[src/rtl/ws_systolic_ctrl_pkg.sv]
// Shared definitions for the weight-stationary systolic array sequencer.
package ws_systolic_ctrl_pkg;

  typedef enum logic [2:0] {
    IDLE,
    LOAD_W,
    COMPUTE,
    DRAIN,
    DONE
  } ws_state_e;

  // Cycles from an fmap vector entering the feed point to its result row
  // leaving the array, input/output skew included.
  function automatic int unsigned ws_lat(input int unsigned rows, input int unsigned cols);
    return rows + cols - 1;
  endfunction

endpackage

[src/rtl/ws_valid_pipe.sv]
// Parameterised-depth 1-bit shift register with synchronous clear and an
// "any stage set" flag, used to track in-flight fmap vectors.
module ws_valid_pipe #(
  parameter int unsigned DEPTH = 3
) (
  input  logic clk,
  input  logic rst,
  input  logic clr_i,
  input  logic d_i,
  output logic q_o,
  output logic any_o
);

  logic [DEPTH-1:0] stages_q;

  // Shift one stage per cycle; reset and clear both empty the pipe.
  always_ff @(posedge clk) begin
    if (rst || clr_i) begin
      stages_q <= '0;
    end else begin
      stages_q[0] <= d_i;
      for (int unsigned i = 1; i < DEPTH; i++) begin
        stages_q[i] <= stages_q[i-1];
      end
    end
  end

  assign q_o   = stages_q[DEPTH-1];
  assign any_o = |stages_q;

endmodule

[src/rtl/ws_systolic_ctrl.sv]
// Job sequencer for the weight-stationary systolic array: shifts the kernel
// vectors in, streams fmap vectors with back-pressure, then drains results.
module ws_systolic_ctrl
  import ws_systolic_ctrl_pkg::*;
#(
  parameter int unsigned row    = 3,
  parameter int unsigned column = 3,
  parameter int unsigned vec_w  = 16
) (
  input  logic                                           clk,
  input  logic                                           rst,
  input  logic                                           start,
  input  logic [vec_w-1:0]                               num_vectors,
  input  logic                                           abort,
  input  logic                                           fmap_avail,
  output logic                                           op_sel,
  output logic                                           kernel_valid,
  output logic [((column > 1) ? $clog2(column) : 1)-1:0] kernel_idx,
  output logic                                           fmap_valid,
  output logic [vec_w-1:0]                               fmap_idx,
  output logic                                           result_valid,
  output logic [vec_w-1:0]                               result_idx,
  output logic                                           busy,
  output logic                                           done
);

  localparam int unsigned LAT = ws_lat(row, column);
  // The LAT-deep valid pipe is the sub-module (LAT-2 stages) followed by
  // tail_q and the result_valid register; needs row+column >= 4.
  localparam int unsigned PRE_DEPTH = LAT - 2;
  localparam int unsigned KW = (column > 1) ? $clog2(column) : 1;
  localparam logic [KW-1:0] K_LAST = KW'(column - 1);

  ws_state_e        state_q;
  logic [KW-1:0]    kcnt_q;
  logic [vec_w-1:0] n_q;
  logic [vec_w-1:0] issue_q;
  logic             tail_q;
  logic             pipe_out;
  logic             pipe_any;
  logic             job_kill;

  assign job_kill = abort && (state_q != IDLE);

  ws_valid_pipe #(
    .DEPTH(PRE_DEPTH)
  ) u_valid_pipe (
    .clk  (clk),
    .rst  (rst),
    .clr_i(job_kill),
    .d_i  (fmap_valid),
    .q_o  (pipe_out),
    .any_o(pipe_any)
  );

  // Outputs are registered from the state held before each edge, so every
  // phase appears on the outputs one cycle after the state is entered. DRAIN
  // therefore exits once only the last two pipe stages can still be occupied,
  // which lands the done pulse one cycle after the final result_valid.
  always_ff @(posedge clk) begin
    if (rst || job_kill) begin
      state_q      <= IDLE;
      kcnt_q       <= '0;
      n_q          <= '0;
      issue_q      <= '0;
      tail_q       <= 1'b0;
      op_sel       <= 1'b0;
      kernel_valid <= 1'b0;
      kernel_idx   <= '0;
      fmap_valid   <= 1'b0;
      fmap_idx     <= '0;
      result_valid <= 1'b0;
      result_idx   <= '0;
      busy         <= 1'b0;
      done         <= 1'b0;
    end else begin
      op_sel       <= 1'b0;
      kernel_valid <= 1'b0;
      kernel_idx   <= '0;
      fmap_valid   <= 1'b0;
      done         <= 1'b0;
      busy         <= 1'b1;
      tail_q       <= pipe_out;
      result_valid <= tail_q;
      if (result_valid) begin
        result_idx <= result_idx + 1'b1;
      end
      case (state_q)
        IDLE: begin
          busy       <= 1'b0;
          fmap_idx   <= '0;
          issue_q    <= '0;
          result_idx <= '0;
          if (start) begin
            n_q     <= num_vectors;
            kcnt_q  <= K_LAST;
            state_q <= LOAD_W;
          end
        end
        LOAD_W: begin
          op_sel       <= 1'b1;
          kernel_valid <= 1'b1;
          kernel_idx   <= kcnt_q;
          if (kcnt_q == '0) begin
            state_q <= (n_q != '0) ? COMPUTE : DONE;
          end else begin
            kcnt_q <= kcnt_q - 1'b1;
          end
        end
        COMPUTE: begin
          fmap_valid <= fmap_avail;
          fmap_idx   <= issue_q;
          if (fmap_avail) begin
            issue_q <= issue_q + 1'b1;
            if (issue_q == n_q - 1'b1) begin
              state_q <= DRAIN;
            end
          end
        end
        DRAIN: begin
          if (!fmap_valid && !pipe_any) begin
            state_q <= DONE;
          end
        end
        DONE: begin
          done       <= 1'b1;
          issue_q    <= '0;
          result_idx <= '0;
          state_q    <= IDLE;
        end
        default: state_q <= IDLE;
      endcase
    end
  end

endmodule

[config.mk]
export PLATFORM = sky130hd
export DESIGN_NAME = ws_systolic_ctrl
export DESIGN_NICKNAME = d
export VERILOG_FILES = /design/src/rtl/ws_systolic_ctrl_pkg.sv /design/src/rtl/ws_valid_pipe.sv /design/src/rtl/ws_systolic_ctrl.sv
export SDC_FILE = /design/constraint.sdc
export NUM_CORES = 1
export LEC_CHECK = 0
export ABC_AREA = 1
export BUFFER_PORTS_ARGS = -buffer_cell sky130_fd_sc_hd__buf_2
export CAP_MARGIN = 20
export CORE_ASPECT_RATIO = 0.5
export CORE_MARGIN = 4
export CORE_UTILIZATION = 40
export CTS_CLUSTER_DIAMETER = 60
export DETAILED_ROUTE_END_ITERATION = 10
export PLACE_DENSITY = 0.63
export SYNTH_ARGS = -nofsm -noshare
export SYNTH_HDL_FRONTEND = slang
export SYNTH_HIERARCHICAL = 1
export SYNTH_SLANG_ARGS = --single-unit
[constraint.sdc]
create_clock -name clk -period 1.6 [get_ports clk]
set_clock_uncertainty 0.05 [all_clocks]
set_input_delay 0.16 -clock clk [delete_from_list [all_inputs] [get_ports clk]]
set_output_delay 0.16 -clock clk [all_outputs]
set_load 0.005 [all_outputs]
## Yosys cells after proc, flatten, opt, wreduce, memory -nomap -nowiden

Cells that the tools add are included.

| storage, ports and cells | value |
|---|---|
| bits in registers | 80 |
| bits in latches | 0 |
| memory bits (writable) | 0 |
| memory bits (read-only) | 0 |
| bits of input ports | 21 |
| output and inout bits | 40 |
| logic and storage cells | 68 |
| memories | 0 |

| operators by class | value |
|---|---|
| $add $sub $neg | 4 |
| multipliers | 0 |
| divide/modulo/power cells | 0 |
| order comparisons | 0 |
| equal/unequal tests | 11 |
| shift operators | 0 |
| multiplexer cells | 16 |
| bitwise gates (word level) | 2 |
| reductions and logical operators | 21 |

Operator list:

| cell | number |
|---|---|
| 16-bit case mux with 2 select lines | 2 |
| 16-bit by 1-bit adder with 16-bit output, second input constant | 2 |
| 3-bit two-way mux | 6 |
| 16-bit == test | 1 |
| 16-bit two-way mux | 1 |
| 16-bit nonzero test | 1 |
| 16-bit by 1-bit subtractor with 16-bit output, second input constant | 1 |
| 2-bit != test, second input constant | 6 |
| 3-bit case mux with 4 select lines | 1 |
| 3-bit by 2-bit == test with 1-bit output, second input constant | 2 |
| 2-bit nonzero test | 3 |
| 2-bit OR reduction | 3 |
| 3-bit OR reduction | 2 |
| 5-bit AND reduction | 1 |
| 2-bit two-way mux | 2 |
| 2-bit case mux with 2 select lines | 1 |
| 2-bit AND reduction | 2 |
| 3-bit by 1-bit == test with 1-bit output, second input constant | 1 |
| 3-bit == test, second input constant | 1 |
| 3-bit logical NOT | 1 |
| 1-bit two-way mux | 3 |
| 3-bit AND reduction | 1 |
| 3-bit nonzero test | 1 |
| 1-bit logical AND | 2 |
| 5 further kinds | 7 |

## Longest topological paths before layout

| depth | value |
|---|---|
| depth in word-level cells | 5 |
| gate-level depth with buffers | 16 |
| mapped depth without buffers | 16 |

## Modules after synthesis

The synthesis kept the hierarchy.

Modules (own cells, without submodules):

| module | times used | cells an instance | area an instance (um^2) | sequential area each (um^2) |
|---|---|---|---|---|
| ws_systolic_ctrl | 1 | 556 | 3817.4 | 1541.5 |
| ws_valid_pipe | 1 | 14 | 103.8 | 60.1 |

## Least setup slack after synthesis

Ideal clock, no wire load.

| timing | value |
|---|---|
| kind | flip-flop to flip-flop |
| from | reg result_idx[0] |
| to | reg result_idx[14] |
| library setup time | 117 ps |
| arrival time | 1601 ps |
| slack | -168 ps |
| cell stages (with the launch flop) | 11 |
| path buffers | 0 |
| clock period less this slack | 1768 ps |
| cell sequence | dfxtp_1 ha_1 nand2_1 nor4_2 nand2_1 nor2_1 nand3_1 nor2_1 nand2_1 xor2_1 nor2_1 |

| on the way | value |
|---|---|
| longest elaborated chain between the ends | 1 |

Ends and longest elaborated chain:

| what | RTL line | source |
|---|---|---|
| from (decl) | ws_systolic_ctrl.sv:22 | `output logic [vec_w-1:0] result_idx,` |
| from (signal assigned) | ws_systolic_ctrl.sv:86 | `result_idx <= result_idx + 1'b1;` |
| 16-bit by 1-bit adder with 16-bit output | ws_systolic_ctrl.sv:86 |  |

No other way between the ends.
A chain may end at the register's enable or synchronous reset.

## Worst setup path in the final report

| timing | value |
|---|---|
| from | reg state_q[0] |
| to | reg result_idx[8] |

| on the way | value |
|---|---|
| longest elaborated chain between the ends | 4 |

Ends and longest elaborated chain:

| what | RTL line | source |
|---|---|---|
| from (decl) | ws_systolic_ctrl.sv:34 | `ws_state_e state_q;` |
| from (signal assigned) | ws_systolic_ctrl.sv:105 | `state_q <= (n_q != '0) ? COMPUTE : DONE;` |
| 3-bit nonzero test | ws_systolic_ctrl.sv:43 | `assign job_kill = abort && (state_q != IDLE);` |
| 1-bit logical AND | ws_systolic_ctrl.sv:43 |  |
| named net job_kill | ws_systolic_ctrl.sv:41 | `logic job_kill;` |
| 1-bit logical OR | ws_systolic_ctrl.sv:61 | `if (rst \|\| job_kill) begin` |
| 3-bit OR reduction (no source line) | - |  |

The timed path passes the listed nets, and every way through them passes these cells.

==> metrics <==
Final Cycle Share=108.8%; DR DRC count=0; Cell Area, Synth=3921 um^2; critical path, cell by cell=nor2_4 > inv_4 > nor2_4 > nor2_4 > nor2_4 > inv_2 > nor2_4 > buf_12 > clkinv_8 > a21oi_2 > o21a_1; Post-synth ARST share=0%; Final nets=756; HP Class=primary input to flip-flop; Gate power share=46.8%; largest net degree at the start of global routing=22; unrepaired setup endpoints after global routing=true; Tightest Pin Transition=304.9 ps; Crit Path Max Fanout=6; post-synth top area share=40.84%; H-tree depth=3; share of cells above drive strength 1=42.18%; initial antenna violation count=0; die height=78.01 um; die area=11,550 um^2; Syn-to-layout area delta=50.80%; All-Layer GR Usage=18.90%; # diodes=0; DR WL/cell=12.84 um; Pwr per Cell Area=1352 nW/um^2; antenna-violating nets left=0; maximum clock insertion buffer count=2; peak supply drop=0.6946 mV; WL final=11.17 mm; Max Transition Viols Final=0; first-pass GRT wire length=17.71 mm; vias in the first global route=3,785; failing checks=setup timing; Max-Cap Viols=0; DR vias=4,011; worst setup margin=-141.4 ps; standard-cell rows=25; CTS Hold Bufs=0; Die X=148.0 um; CTS clk-pin slew, worst paths=60 ps; fmax=574.2 MHz; Seq pwr share=28.9%; dominant synthesized flop cell=dfxtp_1; Internal Power=4.865 mW; total CTS buffers=9; Req. time, crit path=1840 ps; drt first pass iters=4; P_sw=3.129 mW; Detail Placement HPWL=7.627 mm; Yosys Warn Count=6; clock sinks=80; worst rel slew slack=79.49%; final std cells w/o fill=870; fin util=62.18%; Inst Count DP=829; synthesized flop and latch total=80; initial DRC count=183; Clk network pwr share=24.2%; CP max-delay cell=dfxtp_4; fin crit period=1741 ps; P_leak=2.627 nW; Root Driver=clkbuf_16; slowest stage delay, CP=360 ps; Core Region=9509 um^2; Syn Inst Count=570; Final setup viols=41; final hold violation count=0; total gr overflow=0; setup TNS=-3450 ps; most used cell, CP=nor2_4; switch share=39.14%; critical path type=flip-flop to flip-flop; top cells by area, synth=dfxtp_1, nand2_1, a21oi_1; routability-driven placement congestion ratio=0.8411; Post-Syn Nets=596; worst-skew pair later-pin latency=350 ps; biggest area consumer among synthesized cells=dfxtp_1; Netlist cell types=35; Starting Density=41.24%; Setup crit end kind=flip-flop; status=finished, violations left; number of synthesized flops with an enable pin=0; I/O pin count=61; Critical Path Start Type=flip-flop; CTS tree=built; synthesized area per cell=6.879 um^2; Port Buffer Count=60; Via density=4.610; post-synthesis sequential area ratio=40.84%; Critical Path AT=1980 ps
[cells by family after synthesis]
group	share of synthesized area, %
flip-flops	40.84
buffers and inverters	7.913
AND/OR/NAND/NOR	36.22
AO/OA/AOI/OAI	9.413
XOR/XNOR	4.020
adder cells (fa/ha/maj)	1.595
[cells in the final DEF, fill, tap and decap left out, types with 2 or more instances in the layout]
| cell | Yosys | layout |
|---|---|---|
| nand3_2 | 1 | 3 |
| or2_4 | 0 | 2 |
| ha_1 | 5 | 2 |
| clkbuf_1 | 9 | 2 |
| o21ai_0 | 10 | 4 |
| nor3_1 | 6 | 4 |
| inv_1 | 59 | 53 |
| xnor2_1 | 6 | 6 |
| inv_6 | 0 | 2 |
| inv_2 | 6 | 8 |
| nand2_1 | 174 | 152 |
| nor3_2 | 5 | 5 |
| or2_2 | 5 | 3 |
| dfxtp_4 | 0 | 3 |
| buf_4 | 1 | 91 |
| dfxtp_2 | 0 | 13 |
| buf_2 | 2 | 60 |
| nand4_1 | 4 | 4 |
| xor2_1 | 12 | 12 |
| ha_4 | 0 | 3 |
| clkbuf_16 | 0 | 10 |
| o21ai_2 | 0 | 4 |
| nor3_4 | 2 | 4 |
| inv_4 | 0 | 2 |
| dfxtp_1 | 80 | 64 |
| nand3_1 | 24 | 21 |
| nand2_2 | 3 | 15 |
| nor2_2 | 5 | 18 |
| nand3b_1 | 6 | 6 |
| clkinvlp_4 | 0 | 3 |
| a21oi_1 | 56 | 41 |
| nor2_1 | 73 | 46 |
| buf_6 | 1 | 7 |
| nand2_4 | 2 | 12 |
| buf_12 | 0 | 2 |
| o21ai_1 | 0 | 2 |
| a21oi_2 | 0 | 14 |
| nor2_4 | 4 | 18 |
[layout make-up]
class	count	area, um^2
well taps	135	168.9
multi-input cells	411	2427
fillers	869	3596
flip-flops and latches	80	1629
clock buffers	12	246.5
repair buffers	161	1127
clock inverters	4	28.78
repair inverters	2	20.02
inverters	65	265.3
[synth_stat cells, types with 2 or more instances]
master / n
a21oi_1: 56
buf_2: 2
clkbuf_1: 9
dfxtp_1: 80
ha_1: 5
inv_1: 59
inv_2: 6
nand2_1: 174
nand2_2: 3
nand2_4: 2
nand3_1: 24
nand3b_1: 6
nand4_1: 4
nor2_1: 73
nor2_2: 5
nor2_4: 4
nor3_1: 6
nor3_2: 5
nor3_4: 2
o21ai_0: 10
or2_2: 5
xnor2_1: 6
xor2_1: 12
[path summary, 6_finish.rpt]
path	start	endpoint	slack, ps	depth (start not counted)
hold / removal	num_vectors[2]	n_q[2]	5	3
setup / recovery	state_q[0]	result_idx[8]	-140	11
hold reg to reg	tail_q	result_valid	360	2
setup reg to reg	state_q[0]	result_idx[8]	-140	11
[state kept, by name, summed over array words and instances, names as in the netlist]
name and count:
kcnt_q 2, n_q 16, state_q 3, kernel_idx 2, fmap_idx 16, fmap_valid 1, issue_q 16, result_idx 16
done 1, tail_q 1, result_valid 1, u_valid_pipe/stages_q 3, busy 1, kernel_valid 1
[through the flow]
| stage | hold slack (ps) | power [mW] | area, um^2 | worst slack (ps) |
|---|---|---|---|---|
| global placement | 352.2 | 5.012 | 4945 | -154.1 |
| detailed placement | 354.8 | 5.013 | 4945 | -226.3 |
| global route | 5.273 | 8.551 | 5913 | -318.2 |
| CTS | 8.001 | 7.180 | 5411 | -111.7 |
| floorplan | 249.8 | 4.075 | 3956 | -29.12 |
| finish | 5.185 | 7.994 | 5913 | -141.4 |
[critical path: cells and delay by family (launching register included)]
| family | cells | cell delay [ps] |
|---|---|---|
| AO/OA/AOI/OAI | 2 | 220 |
| buffers and inverters | 4 | 350 |
| flip-flops | 1 | 360 |
| AND/OR/NAND/NOR | 5 | 710 |
[timing repair]
action,4_1_cts,5_1_grt
cloned,0,4
resized for setup,38,108
buffers inserted,8,14
pin swaps,7,24
setup endpoints to repair,25,41
[per-layer routing]
| metal | routed length (um) | part of all wire [%] | GRT usage (%) |
|---|---|---|---|
| met1 | 5509 | 49 | 25.52 |
| met2 | 5102 | 46 | 29.97 |
| met3 | 473 | 4.2 | 5.479 |
| met4 | 85 | 0.76 | 4.700 |
| met5 | 0 | 0 | 0 |
[power by group through the flow]
stage / combinational, mW / sequential [mW] / clock [mW]
floorplan: 1.78 / 2.30 / 0
global placement: 2.71 / 2.30 / 0
detailed placement: 2.71 / 2.30 / 0
CTS: 2.94 / 2.27 / 1.97
global route: 4.16 / 2.33 / 2.06
finish: 3.74 / 2.31 / 1.94
Note: power is estimated with default switching activity, not from simulation.
